### src/rtl/eeprom_boot_loader.sv
// Boot loader: copies WORD_COUNT big-endian words from the serial EEPROM reader into RAM, then serves CPU byte reads.
// Optional image checksum enabled with `define EEPROM_BOOT_CHECKSUM_EN.
module eeprom_boot_loader #(
  parameter int unsigned WORD_COUNT   = 1024,
  parameter int unsigned EEPROM_START = 0,
  parameter int unsigned RAM_BASE     = 0
) (
  input  logic        raw_clk,
  input  logic        reset_n,
  input  logic        start,
  output logic [10:0] eeprom_address,
  output logic        eeprom_strobe,
  input  logic        eeprom_ready,
  input  logic [7:0]  eeprom_data,
  output logic [10:0] mem_address,
  output logic [15:0] mem_data,
  output logic        mem_write,
  input  logic        cpu_request,
  input  logic [10:0] cpu_address,
  output logic [7:0]  cpu_data,
  output logic        cpu_ready,
  output logic        boot_done,
  output logic        busy,
  output logic        checksum_error
);

  localparam logic [10:0] START_A = 11'(EEPROM_START);
  localparam logic [10:0] BASE_A  = 11'(RAM_BASE);
  localparam logic [10:0] LAST_I  = 11'(WORD_COUNT - 1);

  typedef enum logic [2:0] {
    S_SYNC, S_IDLE, S_REQ, S_WAIT_BUSY, S_WAIT_DONE, S_WRITE, S_DONE
  } state_t;

  // Which client owns the current byte transaction.
  typedef enum logic [1:0] {O_HI, O_LO, O_CPU} owner_t;

  state_t      state_q, state_d;
  owner_t      owner_q, owner_d;
  logic [10:0] addr_q, addr_d;
  logic [10:0] idx_q, idx_d;
  logic [10:0] maddr_q, maddr_d;
  logic [15:0] word_q, word_d;
  logic [7:0]  cdata_q, cdata_d;
  logic        cready_q, cready_d;
  logic        done_q, done_d;
  logic        busy_q, busy_d;

  always_ff @(posedge raw_clk or negedge reset_n) begin
    if (!reset_n) begin
      state_q  <= S_SYNC;
      owner_q  <= O_HI;
      addr_q   <= '0;
      idx_q    <= '0;
      maddr_q  <= '0;
      word_q   <= '0;
      cdata_q  <= '0;
      cready_q <= 1'b0;
      done_q   <= 1'b0;
      busy_q   <= 1'b1;
    end else begin
      state_q  <= state_d;
      owner_q  <= owner_d;
      addr_q   <= addr_d;
      idx_q    <= idx_d;
      maddr_q  <= maddr_d;
      word_q   <= word_d;
      cdata_q  <= cdata_d;
      cready_q <= cready_d;
      done_q   <= done_d;
      busy_q   <= busy_d;
    end
  end

  always_comb begin
    state_d  = state_q;
    owner_d  = owner_q;
    addr_d   = addr_q;
    idx_d    = idx_q;
    maddr_d  = maddr_q;
    word_d   = word_q;
    cdata_d  = cdata_q;
    cready_d = 1'b0;
    done_d   = done_q;
    busy_d   = busy_q;
    case (state_q)
      S_SYNC: begin
        if (eeprom_ready) begin
          state_d = S_REQ;
          owner_d = O_HI;
          addr_d  = START_A;
          idx_d   = '0;
        end
      end
      S_IDLE: begin
        if (start) begin
          state_d = S_REQ;
          owner_d = O_HI;
          addr_d  = START_A;
          idx_d   = '0;
          done_d  = 1'b0;
          busy_d  = 1'b1;
        end else if (cpu_request && done_q && !cready_q) begin
          // The request still seen during the cpu_ready cycle belongs to the finished read.
          state_d = S_REQ;
          owner_d = O_CPU;
          addr_d  = cpu_address;
          busy_d  = 1'b1;
        end
      end
      S_REQ: state_d = S_WAIT_BUSY;
      S_WAIT_BUSY: begin
        if (!eeprom_ready) state_d = S_WAIT_DONE;
      end
      S_WAIT_DONE: begin
        if (eeprom_ready) begin
          case (owner_q)
            O_HI: begin
              word_d[15:8] = eeprom_data;
              owner_d      = O_LO;
              addr_d       = addr_q + 11'd1;
              state_d      = S_REQ;
            end
            O_LO: begin
              word_d[7:0] = eeprom_data;
              maddr_d     = BASE_A + idx_q;
              state_d     = S_WRITE;
            end
            default: begin
              cdata_d  = eeprom_data;
              cready_d = 1'b1;
              busy_d   = 1'b0;
              state_d  = S_IDLE;
            end
          endcase
        end
      end
      S_WRITE: begin
        idx_d = idx_q + 11'd1;
        if (idx_q == LAST_I) begin
          state_d = S_DONE;
        end else begin
          // addr_q sits on the low byte of word i, so +1 is the high byte of word i+1.
          owner_d = O_HI;
          addr_d  = addr_q + 11'd1;
          state_d = S_REQ;
        end
      end
      S_DONE: begin
        done_d  = 1'b1;
        busy_d  = 1'b0;
        state_d = S_IDLE;
      end
      default: state_d = S_SYNC;
    endcase
  end

`ifdef EEPROM_BOOT_CHECKSUM_EN
  logic [15:0] sum_q, sum_d;
  logic        err_q, err_d;

  always_comb begin
    sum_d = sum_q;
    err_d = err_q;
    if (state_q == S_IDLE && start) begin
      sum_d = '0;
      err_d = 1'b0;
    end else if (state_q == S_WRITE) begin
      sum_d = sum_q + word_q;
    end else if (state_q == S_DONE) begin
      err_d = (sum_q != 16'h0000);
    end
  end

  always_ff @(posedge raw_clk or negedge reset_n) begin
    if (!reset_n) begin
      sum_q <= '0;
      err_q <= 1'b0;
    end else begin
      sum_q <= sum_d;
      err_q <= err_d;
    end
  end

  assign checksum_error = err_q;
`else
  assign checksum_error = 1'b0;
`endif

  assign eeprom_address = addr_q;
  assign eeprom_strobe  = (state_q == S_REQ);
  assign mem_address    = maddr_q;
  assign mem_data       = word_q;
  assign mem_write      = (state_q == S_WRITE);
  assign cpu_data       = cdata_q;
  assign cpu_ready      = cready_q;
  assign boot_done      = done_q;
  assign busy           = busy_q;

endmodule

### config.mk
export PLATFORM = sky130hd
export DESIGN_NAME = eeprom_boot_loader
export DESIGN_NICKNAME = d
export VERILOG_FILES = /design/src/rtl/eeprom_boot_loader.sv
export SDC_FILE = /design/constraint.sdc
export NUM_CORES = 1
export LEC_CHECK = 0
export CAP_MARGIN = 30
export CORE_AREA = 2 2 80 98
export CTS_BUF_LIST = sky130_fd_sc_hd__clkbuf_4
export CTS_CLUSTER_SIZE = 30
export DETAILED_ROUTE_END_ITERATION = 16
export DIE_AREA = 0 0 82 100
export PLACE_DENSITY_LB_ADDON = 0.25
export SLEW_MARGIN = 10
export SYNTH_ARGS = -nofsm -noshare
export SYNTH_HDL_FRONTEND = slang
export SYNTH_SLANG_ARGS = --single-unit
### constraint.sdc
create_clock -name raw_clk -period 5.8 [get_ports raw_clk]
set_clock_uncertainty 0.2 [all_clocks]
set_input_delay 0.58 -clock raw_clk [delete_from_list [all_inputs] [get_ports raw_clk]]
set_output_delay 0.58 -clock raw_clk [all_outputs]
set_load 0.05 [all_outputs]
==> impl_metrics.json, run 1 <==
{
  "status": "finished, final reports clean",
  "peakVddDrop_mv": 0.2604,
  "synthFlopType": "dfrtp_1",
  "cp_slowest_cell": "clkdlybuf4s50_1",
  "syn_inst": 276,
  "drtIter0Drc": 115,
  "grtUsageMet1_pct": 23.38,
  "use_met2_pct": 29.64,
  "yosys.area.top_type": "dfrtp_1",
  "syn_area_per_cell_um2": 11.08,
  "rows": 35,
  "wl_um": 7034,
  "syn_to_final_growth_pct": 31.49,
  "grtUsageMet3_pct": 3.327,
  "min_path_type": "input port to async pin",
  "path_delay_family": "buffers and inverters",
  "path_max_fanout": 17,
  "yosysMostFrequentCell": "dfrtp_1",
  "syn_area_um2": 3059,
  "synth_edf_count": 0,
  "postPlaceCellArea_um2": 3852,
  "hpwlAfterDp_um": 4819,
  "multi_input_area_um2": 1336,
  "synth_nets": 302,
  "finalInstanceArea_um2": 4023,
  "die_w_um": 82,
  "rsz0062_at_grt": "false",
  "io_buffer_count": 74,
  "grt_antenna_before_repair": 0,
  "ys_async_sr_fraction_pct": 100.0,
  "drc": 0,
  "nFillCells": 671,
  "fin_crit_ns": 4.014,
  "r2r-start": "state_q[1]",
  "synth.ff_latch_count": 65,
  "relSlewSlack_pct": 44.52,
  "clock_path_buffers": 2,
  "critPathBufInv": 2,
  "regArea_um2": 1628,
  "dr_total_vias": 2404,
  "die_h_um": 100,
  "root_buffer": "clkbuf_4",
  "cts.sinks": 65,
  "grt_max_degree": 66,
  "grt_usage_pct": 18.25,
  "finalNetCount": 376,
  "leakagePower_nw": 1.715,
  "tightestPinTransition_ns": 0.8322,
  "hold_viol_final": 0,
  "numCtsBuffers": 9,
  "holdWs_ns": 0.1339,
  "hold_buffers": 0,
  "via_per_inst": 5.378,
  "cts_resized": 0,
  "max_stage_delay_ns": 0.84,
  "critical_path_class": "register to output port",
  "synth.area.top_cells": "dfrtp_1, mux2_2, o21ai_0",
  "fmax_mhz": 249.1,
  "clock_latency_ns": 0.40,
  "seq_area_frac_synth_pct": 53.21,
  "cts_tree": "yes",
  "cp-startpoint": "state_q[1]",
  "busiest_layer": "met2",
  "crit_path_start_kind": "register",
  "synth_common_cells": "dfrtp_1, mux2_2, nor2_1",
  "fin_crit_sh_pct": 69.21,
  "path_cells": "nor2b_1 -> nand2_1 -> clkinv_1 -> clkdlybuf4s50_1",
  "postCtsSetupBuffers": 0,
  "drt_pass1_iterations": 4,
  "htree_levels": 3,
  "drive_gt1_share_pct": 18.03,
  "diodes": 0,
  "wl_per_cell_um": 15.74,
  "grt_overflow": 0,
  "coreArea_um2": 7357,
  "synth_cell_type_count": 52,
  "ant_nets": 0,
  "initial_core_util_pct": 41.58,
  "end_kind": "output port",
  "finalSetupTns_ns": 0,
  "ios": 76,
  "postLayoutCoreUtil_pct": 54.68,
  "grt_pass1_vias": 2372,
  "final_max_slew_viol_count": 0,
  "cp.required_ns": 5.02,
  "netlist.area_leader.share_pct": 52.35,
  "powerDensity_nw_per_um2": 511.5,
  "yosysWarnings": 0,
  "arrival_ns": 3.23,
  "dieArea_um2": 8200,
  "place.gp.congestion": 0.8434,
  "clk_pin_slew_worst_paths_ns": 0.12,
  "maxCapViolations": 0,
  "grt_pass1_wl_um": 11430,
  "setup_viol": 0
}
power breakdown:
part           switching (mW)  total [mW]  internal (mW)  leakage (nW)
combinational           0.623       0.983          0.360         0.757
clock                   0.171       0.346          0.175        0.0859
sequential              0.148       0.729          0.581         0.872
total                   0.942        2.06           1.12          1.71
stage by stage:
stage	total power [mW]	setup slack, ns	std cells
after floorplan	1.405	3.072	276
after global placement	1.703	2.339	430
after detailed placement	1.719	2.235	430
after CTS	2.071	1.764	446
after global routing	2.170	1.564	447
final	2.058	1.786	447
flip-flops by register name (all words and copies together), names as in the netlist:
signal,count
eeprom_address,11
state_q,3
busy,1
mem_data,16
mem_address,11
cpu_ready,1
idx_q,11
cpu_data,8
boot_done,1
owner_q,2
worst register-to-register path, cell delays in order, from the launching register on:
cell and delay, ns:
dfrtp_1 0.60, nor2b_1 0.71, nand2_1 0.40, clkinv_1 0.28
nand4_1 0.15, o31ai_1 0.22
worst paths after layout:
kind                       slack, ns  cells after the start                end
max                             1.79                      4          mem_write
min                             0.13                      2  eeprom_address[9]
max reg2reg                     3.15                      5           idx_q[9]
min reg2reg                     0.32                      1        cpu_data[4]
max in group asynchronous       4.70                      2       mem_data[10]
min in group raw_clk            0.32                      1        cpu_data[4]
layout make-up:
type / count / share of cell area [%]
clock inverter: 7 / 2.364
sequential: 65 / 40.47
clock buffer: 9 / 1.680
tap: 92 / 2.862
inverter: 6 / 0.5599
multi-input combinational: 191 / 33.22
timing repair buffer: 77 / 18.85
cell usage in the layout, fill, tap and decap left out, types with 3 or more instances in the layout:
cell / instances
xnor2_1: 5
o31ai_1: 3
clkdlybuf4s50_1: 73
dfrtp_1: 64
nor2b_1: 3
a21oi_1: 12
clkbuf_4: 10
nand4_1: 7
nor3_1: 4
o21ai_1: 6
nand3_1: 5
mux2_2: 35
a221oi_1: 4
nor2_1: 26
nand2_1: 18
inv_1: 5
o21ai_0: 25
a31oi_1: 4
cell families after synthesis:
| family | Yosys count | share of synthesized area [%] |
|---|---|---|
| adder cells (fa/ha/maj) | 2 | 0.8179 |
| flip-flops | 65 | 53.21 |
| buffers and inverters | 20 | 3.108 |
| AO/OA/AOI/OAI | 68 | 13.74 |
| XOR/XNOR | 6 | 1.718 |
| other | 1 | 0.1226 |
| multiplexers | 36 | 13.21 |
| AND/OR/NAND/NOR | 78 | 14.07 |
metal layers:
metal / part of all wire (%) / vias to the layer above
met5: 0 / -
met4: 2.1 / 0
met3: 4.7 / 14
li1: - / 1156
met2: 49 / 78
met1: 44 / 1156
(Power assumes the default switching activity.)
==> run 2: changes to the inputs <==
clock period = 3.63 ns   (was 5.8 ns; I/O delays follow)
==> run 2 against run 1 <==
- non-clock buffer count grew 5
- via count shrank 0.92%
- clock power grew 17%
- critical endpoint unchanged
==> impl_metrics.json, run 2 (synthesized netlist as in run 1, its figures left out) <==
{
  "status": "finished, final reports clean",
  "initial_core_util_pct": 41.58,
  "ios": 76,
  "largest_reg_flops": 16,
  "fin_crit_sh_pct": 87.42,
  "drtIter0Drc": 74,
  "drive_gt1_share_pct": 18.33,
  "wl_met3_um": 357,
  "wl_met2_um": 3461,
  "cts_tree": "yes",
  "path_cells": "nor2b_2 -> nand2_1 -> clkinv_1 -> clkdlybuf4s50_1",
  "final_max_slew_viol_count": 0,
  "dr_total_vias": 2382,
  "leakagePower_nw": 1.718,
  "fmax_mhz": 315.1,
  "htree_levels": 3,
  "syn_to_final_growth_pct": 31.12,
  "clock_latency_ns": 0.40,
  "place.gp.congestion": 0.7945,
  "layout_common_cells": "clkdlybuf4s50_1, dfrtp_1, mux2_2",
  "finalSetupTns_ns": 0,
  "drc": 0,
  "path_delay_family": "buffers and inverters",
  "relSlewSlack_pct": 52.58,
  "io_buffer_count": 74,
  "die_h_um": 100,
  "grt_overflow": 0,
  "die_w_um": 82,
  "grt_usage_pct": 17.71,
  "finalNetCount": 381,
  "root_buffer": "clkbuf_4",
  "clk_pin_slew_worst_paths_ns": 0.10,
  "ant_nets": 0,
  "cp.required_ns": 3.07,
  "crit_path_start_kind": "register",
  "critPathBufInv": 2,
  "setup_viol": 0,
  "via_per_inst": 5.270,
  "hold_viol_final": 0,
  "grt_pass1_vias": 2281,
  "grt_max_degree": 31,
  "final_common_cell": "clkdlybuf4s50_1",
  "powerDensity_nw_per_um2": 790.1,
  "arrival_ns": 2.61,
  "rows": 35,
  "dieArea_um2": 8200,
  "dp_cells": 435,
  "grt_antenna_before_repair": 0,
  "numCtsBuffers": 9,
  "max_stage_delay_ns": 0.84,
  "grt_pass1_wl_um": 10980,
  "clock_path_buffers": 2,
  "coreArea_um2": 7357,
  "min_path_type": "input port to async pin",
  "critical_path_class": "register to output port",
  "cts.sinks": 65,
  "postLayoutCoreUtil_pct": 54.52,
  "topRoutingLayerUsed": "met4",
  "final_cells": 452,
  "nFillCells": 681,
  "tightestPinTransition_ns": 0.7060,
  "wl_per_cell_um": 15.64,
  "wl_um": 7068,
  "rsz0062_at_grt": "false",
  "maxCapViolations": 0,
  "peakVddDrop_mv": 0.3931,
  "fin_crit_ns": 3.173,
  "path_max_fanout": 11,
  "hpwlAfterDp_um": 5006,
  "drt_pass1_iterations": 4,
  "end_kind": "output port",
  "cp_slowest_cell": "clkdlybuf4s50_1",
  "wl_met1_um": 3129,
  "diodes": 0
}
-- run 2: timing repair --
item | 4_1_cts | 5_1_grt
resized for setup | 0 | 1
setup buffers | 0 | 0
setup endpoints to repair | 0 | 1
hold endpoints to repair | 17 | 0
hold buffers | 1 | 0
-- run 2: report_power, final --
part	total [mW]	switching, mW	internal (mW)
combinational	1.66	1.07	0.597
sequential	1.10	0.172	0.930
clock	0.405	0.239	0.166
-- run 2: metal layers --
metal / up-vias / track usage (%)
li1: 1166 / -
met1: 1150 / 22.56
met2: 57 / 28.52
met3: 9 / 4.856
met4: 0 / 6.795
met5: - / 0
-- run 2: area by class of cell --
type                    instances  area, µm²  share of cell area (%)
well taps                      92      115.1                   2.870
repair buffers                 82      798.3                   19.90
clock buffers                  13      97.59                   2.433
flip-flops and latches         65       1628                   40.58
inverters                       6      22.52                  0.5614
clock inverters                 3      11.26                  0.2807
multi-input cells             191       1339                   33.37
-- run 2: worst paths after layout --
path | slack, ns | cells past startpoint | startpoint | to
worst min register to register | 0.31 | 2 | busy | busy
worst min-delay path | 0.24 | 2 | reset_n | state_q[1]
worst max-delay path | 0.46 | 4 | state_q[1] | mem_write
worst max register to register | 1.19 | 7 | state_q[0] | eeprom_address[4]
max in group asynchronous | 2.24 | 3 | reset_n | cpu_data[1]
min in group raw_clk | 0.31 | 2 | busy | busy
-- run 2: worst reg2reg max path: stages, from the launching register on --
cell and delay (ns):
dfrtp_1 0.40, buf_4 0.21, nor4b_2 0.18, buf_4 0.19, o21a_1 0.18, or4_4 0.64, a221oi_1 0.27, nor2_1 0.07
-- run 2: per-stage QoR --
stage	hold slack (ns)	power [mW]	instance area (µm²)	setup slack [ns]
finish	0.2388	3.170	4011	0.4565
global route	0.2523	3.338	4011	0.2592
CTS	0.2435	3.192	4009	0.1512
detailed placement	0.1326	2.782	3890	0.5996
global placement	0.1384	2.756	3890	0.6358
floorplan	-0.1326	2.246	3059	1.119
==> run 3: changes to the inputs <==
clock period = 2.6 ns   (was 3.63 ns; I/O delays follow)
==> run 3 against run 2 <==
- clock-buffer cell count is 4 lower
- hold slack worse by 0.026 ns
- via count is 2.9% higher
- first-iteration DRC count is 88% higher
- non-clock buffer count is 6 higher
- sequential cell count stayed put
- sequential share of layout area is 1.0 points lower
- critical path type unchanged
- critical endpoint unchanged
==> impl_metrics.json, run 3 (synthesized netlist as in run 1, its figures left out) <==
{
  "drt_pass1_iterations": 4,
  "clock_path_buffers": 2,
  "syn_to_final_growth_pct": 34.56,
  "dieArea_um2": 8200,
  "ant_nets": 0,
  "min_path_type": "input port to async pin",
  "cts.sinks": 65,
  "initial_core_util_pct": 41.58,
  "seqPwrFrac_pct": 33.6,
  "postLayoutCoreUtil_pct": 55.95,
  "critical_path_class": "register to output port",
  "pwr-share-clk_pct": 15.2,
  "diodes": 0,
  "root_buffer": "clkbuf_4",
  "wl_um": 7059,
  "powerDensity_nw_per_um2": 1115,
  "fmax_mhz": 438.2,
  "relSlewSlack_pct": 54.47,
  "wl_per_cell_um": 15.41,
  "peakVddDrop_mv": 0.7407,
  "status": "finished, final reports clean",
  "grt_usage_pct": 18.33,
  "switchingPower_mw": 2.137,
  "cts_tree": "yes",
  "die_h_um": 100,
  "rows": 35,
  "grt_overflow": 0,
  "p_comb_share_pct": 51.3,
  "arrival_ns": 1.82,
  "wl_met3_um": 402,
  "clk_pin_slew_worst_paths_ns": 0.13,
  "coreArea_um2": 7357,
  "hpwlAfterDp_um": 4937,
  "grt_pass1_vias": 2375,
  "clock_latency_ns": 0.40,
  "io_buffer_count": 74,
  "drive_gt1_share_pct": 21.31,
  "cp.required_ns": 2.14,
  "numCtsBuffers": 9,
  "htree_levels": 3,
  "maxCapViolations": 0,
  "fin_crit_sh_pct": 87.77,
  "tightestPinTransition_ns": 0.6830,
  "via_per_inst": 5.352,
  "wl_met2_um": 3443,
  "switching_share_pct": 46.55,
  "drc": 0,
  "wl_met1_um": 3131,
  "fin_crit_ns": 2.282,
  "layout_common_cells": "clkdlybuf4s50_1, dfrtp_1, mux2_2",
  "place.gp.congestion": 0.7655,
  "ios": 76,
  "die_w_um": 82,
  "topRoutingLayerUsed": "met4",
  "setup_viol": 0,
  "drtIter0Drc": 139,
  "rsz0062_at_grt": "false",
  "grt_max_degree": 39,
  "final_max_slew_viol_count": 0,
  "leakagePower_nw": 1.769,
  "hold_viol_final": 0,
  "path_max_fanout": 13,
  "finalSetupTns_ns": 0,
  "final_common_cell": "clkdlybuf4s50_1",
  "end_kind": "output port",
  "grt_pass1_wl_um": 11480,
  "grt_antenna_before_repair": 0,
  "dr_total_vias": 2451,
  "crit_path_start_kind": "register",
  "finalNetCount": 387,
  "intPower_mw": 2.453,
  "largest_reg_flops": 16
}
==> run 3: stage by stage <==
step / worst slack, ns / hold WS, ns / power (mW) / instances / instance area [µm²]
2_1_floorplan: 0.1917 / -0.2356 / 3.135 / 276 / 3059
3_3_place_gp: 0.3460 / 0.1411 / 3.865 / 439 / 3940
3_5_place_dp: 0.2750 / 0.1468 / 3.905 / 439 / 3940
4_1_cts: 0.04982 / 0.2312 / 4.615 / 456 / 4095
5_1_grt: 0.1776 / 0.2661 / 4.855 / 458 / 4116
6_report: 0.3180 / 0.2123 / 4.590 / 458 / 4116
==> run 3: final timing paths <==
| check | startpoint | to | slack [ns] | depth (start not counted) |
|---|---|---|---|---|
| setup reg to reg | owner_q[0] | eeprom_address[4] | 0.36 | 5 |
| min in group raw_clk | cpu_address[8] | eeprom_address[8] | 0.29 | 3 |
| hold / removal | reset_n | state_q[0] | 0.21 | 2 |
| setup / recovery | state_q[1] | mem_write | 0.32 | 5 |
| max in group asynchronous | reset_n | busy | 1.30 | 3 |
| hold reg to reg | busy | busy | 0.31 | 2 |
==> run 3: power by group through the flow <==
stage	clock, mW	sequential [mW]	combinational [mW]
6_report	0.696	1.54	2.35
5_1_grt	0.770	1.59	2.50
4_1_cts	0.726	1.54	2.35
3_5_place_dp	0	1.56	2.34
3_3_place_gp	0	1.55	2.32
2_1_floorplan	0	2.33	0.801
==> run 3: layer usage <==
layer	GRT usage, %	up-vias
li1	-	1179
met1	23.85	1185
met2	28.64	81
met3	5.036	6
met4	7.692	0
met5	0	-
==> run 3: final cells by class <==
class	instances	area [µm²]
Fill cell	641	3241
Sequential cell	65	1628
Multi-Input combinational cell	191	1339
Timing Repair Buffer	88	863.3
Tap cell	92	115.1
Clock inverter	7	77.57
Clock buffer	9	67.56
Inverter	6	26.28
==> run 3: timing repair <==
item | in CTS | in global routing
hold endpoints to repair | 27 | 0
gates resized for setup | 0 | 2
hold buffers | 1 | 0
buffers inserted | 0 | 2
setup endpoints to repair | 0 | 1
==> run 3: worst max-delay path, cell delays in order (launching register included) <==
cell and delay (ns):
dfrtp_1 0.44, buf_4 0.23, nor2b_1 0.09, nand2_2 0.21
clkinvlp_4 0.24, buf_12 0.20
==> patch (config.mk and constraints of run 3) <==
Add a define of `EEPROM_BOOT_CHECKSUM_EN`.
--- a/src/rtl/eeprom_boot_loader.sv
+++ b/src/rtl/eeprom_boot_loader.sv
@@ -1,5 +1,7 @@
 // Boot loader: copies WORD_COUNT big-endian words from the serial EEPROM reader into RAM, then serves CPU byte reads.
 // Optional image checksum enabled with `define EEPROM_BOOT_CHECKSUM_EN.
+`define EEPROM_BOOT_CHECKSUM_EN
+
 module eeprom_boot_loader #(
   parameter int unsigned WORD_COUNT   = 1024,
   parameter int unsigned EEPROM_START = 0,
Behaviour: no difference found for any inputs over 10 cycles, from zero or initial values and one cycle with reset_n low; that may be too few to reach the edited logic, so the function may still have changed.
==> patch against run 3 <==
  * Routed wire length up 47%
  * Combinational power grew 44%
  * Worst hold slack got worse by 0.065 ns
  * Total power rose by 40%
  * Worst setup slack worse by 0.23 ns
  * Final area grew 36%
  * Sequential cell count rose by 17
  * First-iteration DRC count rose by 81%
  * Area after synthesis is 44% higher
==> patch: results (changes against run 3) <==
first-pass GRT wire length 17,300 um (+51%); Metal-1 WL 4210 um (+34%); met3 WL 579 um (+44%); P_leak 2.52 nW (+43%); synth top area cells dfrtp_1 (46%), mux2_1 (5.1%), ha_1 (4.8%); actual slew at the worst max-slew pin 0.559 ns (-0.124 ns); outcome completed; Peak supply drop 0.000927 V (+25%); # fillers 521 (-19%); H-tree levels 3 (unchanged); # placed instances 602 (+37%); slowest CP cell dfrtp_2; Final ANT Viol Nets 0 (unchanged); DR iter-0 viols 251 (+81%); DR vias/cell 6.08 (+14%); Power Density 1150 nW/um^2 (+3.0%); Top delay family on crit path compound AO/OA/AOI/OAI gates; placed cell area 5360 sq um (+36%); Syn Inst Count 435 (+58%); post-route insts no fill 621 (+36%); CP max FO 3 (-10); vias in the first global route 3,773 (+59%); largest net degree at the start of global routing 45 (+15%); Post-synth top cells dfrtp_1 (81), o21ai_1 (41), nand2_1 (39); arrival time worst endpoint 2.64 ns (+0.82 ns); Nets 566 (+46%); port bufs 75 (+1.4%); WL/cell 16.8 um (+8.7%); Cell variety after synth 61 (+17%); CP peak stage delay 0.46 ns (+0.02 ns); DP Wirelength 7530 um (+52%); grt met2 use 0.462 (+0.175)
patch: cell count changes after synthesis, sizes merged, moves of 6 or more:
cell / delta
ha: +15
a21oi: +19
clkbuf: +6
nand2: +22
o21ai: +29
and3: +12
dfrtp: +17
patch: kinds of logic (layout without fill, tap and decap cells):
logic type               after synthesis  in the layout  share of synthesized area
flip-flops                            82             82                      0.465
XOR/XNOR                               9              9                     0.0179
buffers and inverters                 23            117                     0.0227
adder cells (fa/ha/maj)               18             18                     0.0527
AND/OR/NAND/NOR                      126            126                      0.145
AO/OA/AOI/OAI                        139            139                      0.200
multiplexers                          38             38                     0.0964
patch: path summary, 6_finish.rpt:
kind / startpoint / to / slack (ns) / cells past startpoint
worst max-delay path: mem_data[0] / sum_q[14] / 0.09 / 8
worst min-delay path: reset_n / eeprom_address[8] / 0.15 / 2
worst max register to register: mem_data[0] / sum_q[14] / 0.09 / 8
worst min register to register: mem_address[2] / mem_address[2] / 0.31 / 1
max in group asynchronous: reset_n / sum_q[10] / 1.45 / 3
min in group raw_clk: cpu_address[7] / eeprom_address[7] / 0.24 / 3
patch: area by class of cell:
class | count | share of cell area
Timing Repair Buffer | 95 | 0.166
Multi-Input combinational cell | 330 | 0.408
Tap cell | 92 | 0.0206
Sequential cell | 82 | 0.368
Clock inverter | 6 | 0.0204
Clock buffer | 10 | 0.0135
Inverter | 6 | 0.00404
patch: power breakdown:
group	switching [W]	total, W	internal [W]
registers	0.000393	0.00206	0.00167
clock network	0.000461	0.000962	0.000500
logic	0.00209	0.00338	0.00129
patch: metrics by stage:
step | TNS [ns] | worst slack [ns]
floorplan | 0 | 0.000464
global placement | 0 | 0.0824
detailed placement | 0 | 0.0206
CTS | 0 | 0.0299
global route | -0.0143 | -0.0143
finish | 0 | 0.0894
